[src/rtl/cd_rx_des.sv]
// Byte deserializer for an asynchronous, idle-high bus. Each byte is checked
// against CRC-16/MODBUS, and frames are delimited by idle periods on the bus.
module cd_rx_des (
    input  logic        clk,
    input  logic        reset,
    input  logic        rx,
    input  logic [15:0] period_ls,
    input  logic [15:0] period_hs,
    input  logic [7:0]  idle_wait_len,
    input  logic        force_wait_idle,
    output logic        bus_idle,
    output logic [7:0]  rx_data,
    output logic [15:0] crc_data,
    output logic        data_clk
);

    typedef enum logic [2:0] {
        ST_WAIT  = 3'd0,
        ST_IDLE  = 3'd1,
        ST_START = 3'd2,
        ST_DATA  = 3'd3,
        ST_STOP  = 3'd4
    } state_t;

    function automatic logic [15:0] crc16_byte(input logic [15:0] crc_in, input logic [7:0] data_in);
        logic [15:0] c;
        c = crc_in ^ {8'h00, data_in};
        for (int i = 0; i < 8; i++) begin
            if (c[0]) begin
                c = (c >> 1) ^ 16'hA001;
            end else begin
                c = c >> 1;
            end
        end
        return c;
    endfunction

    logic        sync1_r, sync2_r, rxs_d_r;
    state_t      state_r, state_s;
    logic [15:0] bit_cnt_r, bit_cnt_s;
    logic [7:0]  idle_cnt_r, idle_cnt_s;
    logic [2:0]  bit_idx_r, bit_idx_s;
    logic [7:0]  shift_r, shift_s;
    logic        use_hs_r, use_hs_s;
    logic        in_frame_r, in_frame_s;
    logic        bus_idle_r, bus_idle_s;
    logic [7:0]  rx_data_r, rx_data_s;
    logic [15:0] crc_r, crc_s;
    logic        data_clk_r, data_clk_s;

    logic        rxs_s, fall_s, bit_done_s;
    logic [15:0] period_sel_s, cnt_dec_s;
    logic [7:0]  idle_thr_s;

    assign rxs_s        = sync2_r;
    assign fall_s       = rxs_d_r & ~sync2_r;
    assign bit_done_s   = (bit_cnt_r == 16'd0);
    assign cnt_dec_s    = bit_cnt_r - 16'd1;
    assign period_sel_s = use_hs_r ? period_hs : period_ls;
    assign idle_thr_s   = (idle_wait_len == 8'd0) ? 8'd1 : idle_wait_len;

    // Two-flop synchronizer plus one delayed copy for falling-edge detection.
    always_ff @(posedge clk) begin
        if (reset) begin
            sync1_r <= 1'b1;
            sync2_r <= 1'b1;
            rxs_d_r <= 1'b1;
        end else begin
            sync1_r <= rx;
            sync2_r <= sync1_r;
            rxs_d_r <= sync2_r;
        end
    end

    // Next-state and output computation; a byte start in WAIT is only honoured while in_frame_r is set.
    always_comb begin
        state_s    = state_r;
        bit_cnt_s  = bit_cnt_r;
        idle_cnt_s = idle_cnt_r;
        bit_idx_s  = bit_idx_r;
        shift_s    = shift_r;
        use_hs_s   = use_hs_r;
        in_frame_s = in_frame_r;
        bus_idle_s = bus_idle_r;
        rx_data_s  = rx_data_r;
        crc_s      = crc_r;
        data_clk_s = 1'b0;
        if (force_wait_idle) begin
            state_s    = ST_WAIT;
            idle_cnt_s = 8'd0;
            bus_idle_s = 1'b0;
            in_frame_s = 1'b0;
            bit_cnt_s  = period_ls;
        end else begin
            case (state_r)
                ST_WAIT: begin
                    if (fall_s && in_frame_r) begin
                        state_s    = ST_START;
                        bit_cnt_s  = period_sel_s >> 1;
                        idle_cnt_s = 8'd0;
                        bus_idle_s = 1'b0;
                    end else if (!rxs_s) begin
                        idle_cnt_s = 8'd0;
                        bit_cnt_s  = period_ls;
                    end else if (bit_done_s) begin
                        bit_cnt_s = period_ls;
                        if (({1'b0, idle_cnt_r} + 9'd1) >= {1'b0, idle_thr_s}) begin
                            state_s    = ST_IDLE;
                            idle_cnt_s = 8'd0;
                            bus_idle_s = 1'b1;
                            crc_s      = 16'hFFFF;
                            use_hs_s   = 1'b0;
                            in_frame_s = 1'b1;
                        end else begin
                            idle_cnt_s = idle_cnt_r + 8'd1;
                        end
                    end else begin
                        bit_cnt_s = cnt_dec_s;
                    end
                end
                ST_IDLE: begin
                    if (fall_s) begin
                        state_s    = ST_START;
                        bit_cnt_s  = period_sel_s >> 1;
                        bus_idle_s = 1'b0;
                    end else begin
                        state_s = ST_IDLE;
                    end
                end
                ST_START: begin
                    if (bit_done_s) begin
                        if (rxs_s) begin
                            state_s    = ST_WAIT;
                            idle_cnt_s = 8'd0;
                            in_frame_s = 1'b0;
                            bit_cnt_s  = period_ls;
                        end else begin
                            state_s   = ST_DATA;
                            bit_cnt_s = period_sel_s;
                            bit_idx_s = 3'd0;
                        end
                    end else begin
                        bit_cnt_s = cnt_dec_s;
                    end
                end
                ST_DATA: begin
                    if (bit_done_s) begin
                        shift_s   = {rxs_s, shift_r[7:1]};
                        bit_cnt_s = period_sel_s;
                        bit_idx_s = bit_idx_r + 3'd1;
                        if (bit_idx_r == 3'd7) begin
                            state_s = ST_STOP;
                        end else begin
                            state_s = ST_DATA;
                        end
                    end else begin
                        bit_cnt_s = cnt_dec_s;
                    end
                end
                ST_STOP: begin
                    if (bit_done_s) begin
                        state_s    = ST_WAIT;
                        bit_cnt_s  = period_ls;
                        idle_cnt_s = 8'd0;
                        if (rxs_s) begin
                            rx_data_s  = shift_r;
                            crc_s      = crc16_byte(crc_r, shift_r);
                            data_clk_s = 1'b1;
                            use_hs_s   = 1'b1;
                        end else begin
                            in_frame_s = 1'b0;
                        end
                    end else begin
                        bit_cnt_s = cnt_dec_s;
                    end
                end
                default: begin
                    state_s    = ST_WAIT;
                    idle_cnt_s = 8'd0;
                    in_frame_s = 1'b0;
                    bus_idle_s = 1'b0;
                    bit_cnt_s  = period_ls;
                end
            endcase
        end
    end

    // State and output registers.
    always_ff @(posedge clk) begin
        if (reset) begin
            state_r    <= ST_WAIT;
            bit_cnt_r  <= period_ls;
            idle_cnt_r <= 8'd0;
            bit_idx_r  <= 3'd0;
            shift_r    <= 8'd0;
            use_hs_r   <= 1'b0;
            in_frame_r <= 1'b0;
            bus_idle_r <= 1'b0;
            rx_data_r  <= 8'd0;
            crc_r      <= 16'hFFFF;
            data_clk_r <= 1'b0;
        end else begin
            state_r    <= state_s;
            bit_cnt_r  <= bit_cnt_s;
            idle_cnt_r <= idle_cnt_s;
            bit_idx_r  <= bit_idx_s;
            shift_r    <= shift_s;
            use_hs_r   <= use_hs_s;
            in_frame_r <= in_frame_s;
            bus_idle_r <= bus_idle_s;
            rx_data_r  <= rx_data_s;
            crc_r      <= crc_s;
            data_clk_r <= data_clk_s;
        end
    end

    assign bus_idle = bus_idle_r;
    assign rx_data  = rx_data_r;
    assign crc_data = crc_r;
    assign data_clk = data_clk_r;

endmodule

[config.mk]
export PLATFORM = sky130hd
export DESIGN_NAME = cd_rx_des
export DESIGN_NICKNAME = d
export VERILOG_FILES = /design/src/rtl/cd_rx_des.sv
export SDC_FILE = /design/constraint.sdc
export NUM_CORES = 1
export LEC_CHECK = 0
export CAP_MARGIN = 20
export CORE_ASPECT_RATIO = 0.8
export CORE_MARGIN = 5
export CORE_UTILIZATION = 45
export CTS_BUF_LIST = sky130_fd_sc_hd__clkbuf_4 sky130_fd_sc_hd__clkbuf_8
export DETAILED_ROUTE_END_ITERATION = 7
export PLACE_DENSITY = 0.69
export SLEW_MARGIN = 20
export SYNTH_ARGS = -nofsm -noshare
export SYNTH_HDL_FRONTEND = slang
export SYNTH_SLANG_ARGS = --single-unit
[constraint.sdc]
create_clock -name clk -period 2.8 [get_ports clk]
set_input_delay 0.56 -clock clk [delete_from_list [all_inputs] [get_ports clk]]
set_output_delay 0.56 -clock clk [all_outputs]
set_load 0.01 [all_outputs]
# After elaboration in Yosys (flattened, before gate mapping)
# Index checks and enable logic that the tools add are counted.
dict set report word_totals {
  reg_bits 69
  inputBits 44
  output_inout_bits 26
}
dict set report op_classes {
  add_sub_neg 4
  n_lt_le_gt_ge 1
  n_eq_ne 22
  n_mux 98
  bitwise_logic 16
  n_reduce_logical 18
}
# op n
set ops {}
lappend ops {{$mux W16} 52}
lappend ops {{$pmux W16 S5} 1}
lappend ops {{$mux W8} 8}
lappend ops {{$mux W3} 11}
lappend ops {{$pmux W16 S2} 1}
lappend ops {{$pmux W8 S4} 1}
lappend ops {{$ne A2 B2 Y1 const B} 12}
lappend ops {{$not A2 Y3} 8}
lappend ops {{$mux W1} 17}
lappend ops {{$logic_not A16 Y1} 1}
lappend ops {{$sub A16 B1 Y16 const B} 1}
lappend ops {{$xor A16 B8 Y16} 1}
lappend ops {{$pmux W3 S5} 1}
lappend ops {{$reduce_and A5 Y1} 3}
lappend ops {{$add A8 B1 Y9 const B} 1}
lappend ops {{$ge A9 B8 Y1} 1}
lappend ops {{$ne A3 B3 Y1 const B} 3}
lappend ops {{$reduce_and A9 Y1} 1}
lappend ops {{$add A8 B1 Y8 const B} 1}
lappend ops {{$logic_not A8 Y1} 1}
lappend ops {{$ne A4 B4 Y1 const B} 2}
lappend ops {{$reduce_and A8 Y1} 1}
lappend ops {{$eq A3 B2 Y1 const B} 2}
lappend ops {{$eq A3 B3 Y1 const B} 2}
lappend ops {{other kinds (18)} 26}

# Longest topological paths before layout
# Gate-level depths: netlist (run 1).
dict set report logic_depth {
  ltp_word 48
  ltp_mapped 13
  mapped_depth_nobuf 12
}

# Worst setup path after synthesis (run 1)
# Ideal clock, no wire load.
dict set report synth_path {
  path_kind {register to register}
  from {register idle_cnt_r[0]}
  to {register crc_r[0], in the netlist crc_data[0]}
  setup_time_ns 0.152
  arrival_ns 2.714
  setup_slack_ns -0.065
  stages_incl_launch_ff 14
  n_path_buf 1
  synth_period_minus_slack_ns 2.865
  cell_sequence {dfxtp_1 -> ha_1 -> and3_1 -> nand3_1 -> nand2_1 -> nand2_1 -> ha_1 -> a21o_1 -> a221oi_1 -> o211ai_1 -> o2111a_2 -> buf_4 -> nor3_1 -> a311oi_2}
}
dict set report synth_via {
  elab_chain_cells 4
}
# item line_no
set synth_lines {}
lappend synth_lines {{from (decl)} 41} ;# logic [7:0] idle_cnt_r, idle_cnt_s;
lappend synth_lines {{from (signal assigned)} 205} ;# idle_cnt_r <= idle_cnt_s;
lappend synth_lines {{$add A8 B1 Y9} 107} ;# if (({1'b0, idle_cnt_r} + 9'd1) >= {1'b0, idle_thr_s}) begin
lappend synth_lines {{$ge A9 B8 Y1} 107}
lappend synth_lines {{$ne A2 B2 Y1 (no source line)} n/a}
lappend synth_lines {{$reduce_and A8 Y1 (no source line)} n/a}
lappend synth_lines {{to (signal assigned)} 212} ;# crc_r <= crc_s;
lappend synth_lines {{to (decl)} 48} ;# logic [15:0] crc_r, crc_s;
# Every way passes these cells.
# A chain may end at the register's enable or synchronous reset.

# Worst setup path after layout (run 1)
dict set report layout_path {
  from {register idle_cnt_r[1]}
  to {register crc_r[7], in the netlist crc_data[7]}
}
# The elaborated chain is that of the path after synthesis.

==> reports/summary.md, run 1 <==
The count of cells along the worst register-to-register path was 13; the summed instance area of the synthesized netlist was 4500 um2. The final critical delay including setup and external delays was 2.76 ns. Buffers inserted during clock tree synthesis total 9.

The first TritonRoute pass finished after 5 iterations. The part of the cycle the worst path needs was 98.5%. The endpoint type of the worst setup path is a flop. The worst pin sits at a relative slew slack of 58.8%. The top achievable clock speed was 0.363 GHz.

First-pass GRT wire length: 21.2 mm. The worst hold path cell count came out at 1. The run gives 4225 as the number of global-route vias before repair.

During synthesis, Yosys emitted a total of 0 warnings. Dominant register cell in the synthesized netlist: dfxtp_1. The type of the setup path with the least slack is flop to flop.

For the number of antenna violations at the first check in global routing, the log shows 0. Library cell with the largest summed area after synthesis: dfxtp_1. Setup repair after global routing could not meet its margin everywhere. Number of cells after detailed placement: 727.

The run gives 3.02 ns as the worst endpoint data arrival time. The maximum buffer depth of the clock tree is 2, and the number of routed nets with antenna violations is 0. The routed layout has 4396 vias. The tools report the number of hold violations in the final report as 0. Summed over all layers, the routed wires come to 13.5 mm. The number of enable-type register cells in the synthesized netlist came out at 16. Sorting the synthesized cells by area gives the leading types as dfxtp_1, edfxtp_1, mux2i_1, nor2_1, xnor2_1. The netlist uses 76 different library cells. Once detailed placement completed, the half-perimeter wirelength came to 9.73 mm. The top-area cell type share of the netlist area came out at 23.6%. Buffers placed on the I/O ports in this run total 69.

Timing analysis after detailed placement gives a worst setup slack of -0.304 ns. The repair_antennas step left the layout with diodes totalling 0. For the multi-input gate area in the final layout, the log shows 2870 um2. Clock-pin slew was measured on the worst setup and hold paths at 0.10 ns. For the pin with the worst max-slew slack, the measured transition is 0.617 ns. The total of flip-flops plus latches after synthesis is 69, and the post-cts hold buffer count is 0. The worst setup path is launched from a flop. Clock latency on the worst-skew pair, taken at its later pin, is 0.36 ns. The total overflow reported by the global router came out at 0.

The flow ran to the end, and the final reports show no timing, DRC or antenna violations. In this run the horizontal extent of the chip is 122 um. The vertical die dimension was 99.5 um. The path class of the tightest hold or removal check is flop to flop.

Maximum fanout along the worst path: 5. The via-per-instance ratio was 5.86. The finished layout holds 750 standard cells, fillers aside. Global routing used 21.7% of the available tracks. Of the cells placed in the final design, the portion with a size suffix greater than 1 is 20.7%. Entering global routing, the biggest net connects 42 pins. The area growth from synthesis to layout is 32.9%. The setup slack after layout is 0.0423 ns. TritonCTS built the clock tree. The violation count after the first detailed-route iteration was 387. The floorplan has 32 rows.

The floorplan step defined a core boundary enclosing 9690 um2. The number of nets handed over by synthesis was 558. Counting every instance in the synthesized netlist gives 501. Number of sinks driven by the clock tree: 69. Across the run, the number of max-cap violations was 0. Sequential elements use 34.2% of the synthesized area.

The total leakage power was 2.30 nW; the post-layout net count was 666. The tools report the number of setup violations in the final report as 0. The root buffer cell chosen for the clock tree is clkbuf_8. A synthesized cell averages 8.99 um2. The final routed wire length divided by cell count was 18.0 um; the number of fill cells in the layout was 862. For the core utilization of the finished layout, the log shows 61.7%. The clock tree synthesis step divided the H-tree into 3 levels. For the required time reported for the critical path endpoint, the log shows 3.06 ns. Once the floorplan was initialized, standard cells occupied 46.5% of the core. Between clock sinks in the finished design, the worst skew comes to 0.0184 ns. The logs give 12100 um2 for the floorplan die area and 0.417 ns for the worst hold margin. IR analysis of the VDD net gives a maximum drop of 0.268 mV. The power per standard cell area came out at 361 nW/um2.

The number of DRC violations after detailed routing is 0. The logs give 0 for the count of final max-slew check failures and 70 for the count of pins on the block boundary. The congestion estimate from routability-driven global placement came to 0.969. The area used by sequential logic in the layout was 1560 um2; the async set-reset flop share out of synthesis was 0%.
-- per-stage QoR --
step                      total power, mW  instance area, um2  TNS [ns]
after floorplan                      1.23                4510         0
after global placement               1.36                5590     -5.76
after detailed placement             1.37                5590     -7.18
after CTS                            2.17                5830         0
after global routing                 2.24                5980    -0.639
final                                2.16                5980         0
-- report_power, final --
group | switching [mW] | internal (mW)
registers | 0.0290 | 1.04
logic | 0.137 | 0.152
clock network | 0.459 | 0.342
-- registers in the layout, summed over array words and instances, names as in the netlist, 3 cells and up --
name and flops:
rx_data 8, shift_r 8, state_r 3, bit_idx_r 3, idle_cnt_r 8, crc_data 16
bit_cnt_r 16
-- kinds of logic (layout without fill, tap and decap cells) --
kind of cell	count (synthesis)	after routing	share of synthesized area, %
multiplexers	33	33	7.48
buffers and inverters	52	163	5.48
AO/OA/AOI/OAI	142	144	23.0
AND/OR/NAND/NOR	157	157	18.4
adder cells (fa/ha/maj)	13	13	3.61
flip-flops	69	69	34.2
XOR/XNOR	35	35	7.78
-- critical path: stages (launching register included) --
cell	delay [ns]
dfxtp_4	0.39
ha_4	0.14
and3_4	0.19
nand3_1	0.09
nand2_1	0.09
nand2_2	0.06
ha_4	0.21
a21o_1	0.22
a221oi_4	0.32
o211ai_1	0.16
buf_4	0.18
o2111a_2	0.33
o22ai_2	0.20
nand2b_1	0.08
-- per-layer routing --
metal	vias up	global-route usage, %	share of wire, %
li1	2099	-	-
met1	2084	30.0	45
met2	186	34.8	46
met3	27	4.89	7.0
met4	0	4.82	1.4
met5	-	0	0
-- cell usage after synthesis (all sizes together) (9+ instances only) --
cell type and count:
a21oi 21, mux2i 28, nand3 12, xnor2 20, edfxtp 16, nand2b 20, ha 13, inv 22
nand2 30, dfxtp 53, buf 15, nor2 50, clkbuf 15, o22ai 22, o21ai 27, a221oi 9
xor2 13
-- layout make-up --
type / count / share of cell area, %
Clock buffer: 9 / 2.07
Clock inverter: 7 / 1.05
Inverter: 22 / 1.38
Multi-Input combinational cell: 382 / 48.0
Sequential cell: 69 / 26.0
Tap cell: 136 / 2.84
Timing Repair Buffer: 125 / 18.6
-- worst paths after layout --
path,start,endpoint,slack (ns)
worst max register to register,idle_cnt_r[1],crc_data[7],0.04
worst max-delay path,idle_cnt_r[1],crc_data[7],0.04
worst min register to register,sync1_r,rxs_s,0.42
worst min-delay path,sync1_r,rxs_s,0.42
-- placed cells by master (no fill, tap or decap), types with 12 or more instances in the layout --
master / Yosys / final
inv_1: 22 / 20
buf_4: 3 / 55
a21oi_1: 20 / 20
o21ai_0: 21 / 20
nand2_1: 30 / 28
edfxtp_1: 16 / 16
xor2_1: 12 / 12
xnor2_1: 19 / 19
dfxtp_1: 53 / 46
mux2i_1: 28 / 28
o22ai_1: 22 / 19
nor2_1: 49 / 48
clkdlybuf4s50_1: 0 / 69
nand2b_1: 19 / 19
-- what timing repair did --
| item | in CTS | in global routing |
|---|---|---|
| endpoints found under the setup margin | 21 | 29 |
| gates cloned | 2 | 0 |
| resized for setup | 5 | 30 |
| pin swaps | 1 | 12 |
| setup buffers | 1 | 4 |
No activity file was read; power rests on OpenSTA's default activity.
==> run 2: changes to the inputs <==
--- a/config.mk
+++ b/config.mk
@@ -8,10 +8,10 @@
 export CAP_MARGIN = 20
 export CORE_ASPECT_RATIO = 0.8
 export CORE_MARGIN = 5
-export CORE_UTILIZATION = 45
-export CTS_BUF_LIST = sky130_fd_sc_hd__clkbuf_4 sky130_fd_sc_hd__clkbuf_8
+export CORE_UTILIZATION = 37
+export CTS_BUF_LIST = sky130_fd_sc_hd__clkbuf_8
 export DETAILED_ROUTE_END_ITERATION = 7
-export PLACE_DENSITY = 0.69
+export PLACE_DENSITY = 0.59
 export SLEW_MARGIN = 20
 export SYNTH_ARGS = -nofsm -noshare
 export SYNTH_HDL_FRONTEND = slang
==> reports/summary.md, run 2 (same netlist as run 1, synthesis figures left out) <==
The flow ran to the end, but the final reports show violations. The checks that failed: negative setup slack. The most frequent standard cell in the layout excluding fill and tap cells is clkdlybuf4s50_1 (unchanged).

The logs give 34.8% (was 37.1%) for the clock network fraction of design power and 1.51 mW (was 1.54 mW) for the total internal power. The worst hold path cell count came out at 1 (unchanged). The maximum fanout along the worst path is 6 (was 5).

The clock edge transition at the registers on the reported setup and hold paths is 0.08 ns (was 0.10 ns), and the via count of the routed design is 4285 (was 4396). Reg-to-reg critical path startpoint: idle_cnt_r[3] (was idle_cnt_r[1]). The tools report the clock root buffer as clkbuf_8 (unchanged).

The tools report the top achievable clock speed as 0.355 GHz (was 0.363 GHz). For the worst setup timing slack at the placement stage, the log shows -0.388 ns (was -0.304 ns). Setup repair after global routing could not meet its margin everywhere. The register-to-register path setup slack was -0.02 ns (was 0.04 ns); the number of antenna violations at the first check in global routing was 0 (unchanged). The logs give 752 (was 750) for the number of cells in the finished layout apart from fillers and 9.59 mm (was 9.73 mm) for the placed wire-length estimate after detailed placement.

The total overflow reported by the global router is 0 (unchanged). The pin count of the biggest net entering global routing came out at 42 (unchanged). For the part of the total power dissipated in combinational logic, the log shows 13.5% (was 13.4%). The tools report the final wirelength as 13.1 mm (was 13.5 mm). The final routed wire length divided by cell count came out at 17.5 um (was 18.0 um). The logs give 0 (unchanged) for the number of hold violations in the final report and 36 (was 32) for the count of standard-cell rows.

Critical path startpoint category: a flop (unchanged). Number of global-route vias before repair: 4067 (was 4225). The actual slew at the worst max-slew pin works out to 0.587 ns (was 0.617 ns). The number of antenna cells inserted came out at 0 (unchanged). TritonCTS built the clock tree.

The ratio of cells with drive above 1 in the final layout was 17.2% (was 20.7%). The tools report the required time reported for the critical path endpoint as 3.08 ns (was 3.06 ns). The tools report the maximum buffer depth of the clock tree as 2 (unchanged).

The sequential power share is 51.7% (was 49.6%). The hold path startpoint was sync1_r (unchanged). Number of buffer cells added on primary ports: 69 (unchanged). The number of setup violations in the final report was 2 (was 0). The number of detailed-routing iterations run before antenna repair is 7 (was 5), and the via-per-instance ratio is 5.70 (was 5.86).

The total leakage power came out at 2.20 nW (was 2.30 nW). The run gives 20.9 mm (was 21.2 mm) as the first-pass GRT wire length. The core utilization of the finished layout came out at 48.4% (was 61.7%). The violation count after the first detailed-route iteration came out at 449 (was 387). For the count of final max-slew check failures, the log shows 0 (unchanged). The post-layout net count was 652 (was 666).

End of the worst register-to-register path: idle_cnt_r[3] (was crc_data[7]). The part of the cycle the worst path needs works out to 101% (was 98.5%). The final setup skew was 0.0105 ns (was 0.0184 ns); the number of sinks driven by the clock tree was 69 (unchanged). For the area used by sequential logic in the layout, the log shows 1550 um2 (was 1560 um2).

The weighted congestion reported at the end of routability-driven placement came out at 0.917 (was 0.969). Commonest cells after routing, fill and taps aside: clkdlybuf4s50_1, dfxtp_1, nor2_1, buf_4, nand2_1 (was clkdlybuf4s50_1, buf_4, nor2_1, dfxtp_1). The run gives 3 (unchanged) as the maximum level of the CTS H-tree. The multi-input gate area in the final layout was 2820 um2 (was 2870 um2). Power per standard cell area: 357 nW/um2 (was 361 nW/um2).

For the sum of negative setup slack, the log shows -0.0219 ns (was 0 ns). Floorplan core area: 12000 um2 (was 9690 um2). The floorplan die area is 14500 um2 (was 12100 um2), and the worst endpoint data arrival time is 3.10 ns (was 3.02 ns). The tools report the endpoint type of the worst setup path as a flop (unchanged).

Horizontal die dimension: 133 um (was 122 um). The fraction of power spent switching nets was 27.4% (was 28.9%); the number of cells after detailed placement was 732 (was 727). The net switching power was 0.569 mW (was 0.625 mW). The end point of the most critical hold path was rxs_s (unchanged). The area overhead of the layout relative to synthesis works out to 29.4% (was 32.9%). The vertical die dimension was 109 um (was 99.5 um). The headroom to the max-slew limit was 60.8% (was 58.8%); the final critical delay including setup and external delays was 2.82 ns (was 2.76 ns).

The number of routed nets with antenna violations was 0 (unchanged); the count of pins on the block boundary was 70 (unchanged). For the post-route cell area, the log shows 5830 um2 (was 5980 um2). The type of the most critical hold path is flop to flop (unchanged). The count of cells along the worst register-to-register path is 12 (was 13), and the max-capacitance violation count is 0 (unchanged). The number of DRC violations after detailed routing is 0 (unchanged).

For the number of fill cells in the layout, the log shows 1152 (was 862). The tools report the insertion delay of the later-clocked pin in the worst-skew pair as 0.36 ns (about the same). For the initial core utilization, the log shows 37.4% (was 46.5%).

Type of the setup path with the least slack: flop to flop (unchanged). The overall routing resource usage is 18.0% (was 21.7%), and the total cell area at the placement stage is 5530 um2 (was 5590 um2). The post-cts hold buffer count was 0 (unchanged); the total CTS buffers was 9 (unchanged).

The run gives -0.0202 ns (was 0.0423 ns) as the setup slack after layout. The tools report the peak ir drop on the vdd network as 0.340 mV (was 0.268 mV).
==> run 2: cell count changes in the layout (fill, tap and decap cells not counted), sizes merged <==
cell	previous run	this run
dlymetal6s2s	0	2
inv	27	25
o2111a	3	2
clkdlybuf4s50	69	67
clkinv	1	3
buf	56	43
==> run 2: worst max-delay path by stage <==
stage / startpoint / end / slack [ns] / cells past startpoint
after floorplan: idle_cnt_r[2] / crc_data[0] / 0.0006 / 12
after global placement: idle_wait_len[4] / crc_data[15] / -0.33 / 10
after detailed placement: idle_wait_len[5] / crc_data[13] / -0.39 / 10
after CTS: idle_cnt_r[1] / state_r[2] / 0.02 / 14
after global routing: idle_cnt_r[3] / idle_cnt_r[3] / -0.14 / 12
final: idle_cnt_r[3] / idle_cnt_r[3] / -0.02 / 12
==> run 2: area by class of cell <==
| class | instances | share of cell area, % |
|---|---|---|
| multi-input combinational | 381 | 48.4 |
| sequential | 69 | 26.6 |
| timing repair buffer | 112 | 17.5 |
| tap | 152 | 3.26 |
| clock buffer | 9 | 2.13 |
| inverter | 22 | 1.42 |
| clock inverter | 7 | 0.709 |
==> run 2: timing repair <==
item / 4_1_cts / 5_1_grt
gates resized for setup: 3 / 21
buffers inserted: 2 / 1
pin swaps: 2 / 17
cloned: 1 / 0
endpoints found under the setup margin: 26 / 36
==> run 2: per-layer routing <==
metal | vias up | GRT usage, % | wire, um
met1 | 2048 | 26.5 | 6340
met4 | 0 | 5.73 | 187
li1 | 2058 | - | -
met3 | 17 | 3.55 | 885
met5 | - | 0 | 0
met2 | 162 | 26.7 | 5740
==> run 2: power by group through the flow <==
stage | combinational (mW) | clock (mW) | sequential (mW)
final | 0.281 | 0.723 | 1.07
after global routing | 0.305 | 0.801 | 1.08
after CTS | 0.275 | 0.748 | 1.07
after detailed placement | 0.272 | 0 | 1.10
after global placement | 0.268 | 0 | 1.10
after floorplan | 0.147 | 0 | 1.09
==> run 2: critical path: stages (launching register included) <==
cell	delay, ns
dfxtp_1	0.36
nand2_1	0.11
nor4_2	0.28
xor2_1	0.23
ha_1	0.29
and3_4	0.17
a221oi_2	0.27
o211ai_1	0.13
buf_4	0.18
nor4_4	0.28
buf_4	0.21
a21oi_2	0.05
o22ai_1	0.18
==> run 2: per-stage QoR <==
step | hold slack [ns] | power, mW
2_1_floorplan | 0.389 | 1.23
3_5_place_dp | 0.395 | 1.37
6_report | 0.411 | 2.08
3_3_place_gp | 0.391 | 1.36
5_1_grt | 0.446 | 2.18
4_1_cts | 0.414 | 2.10
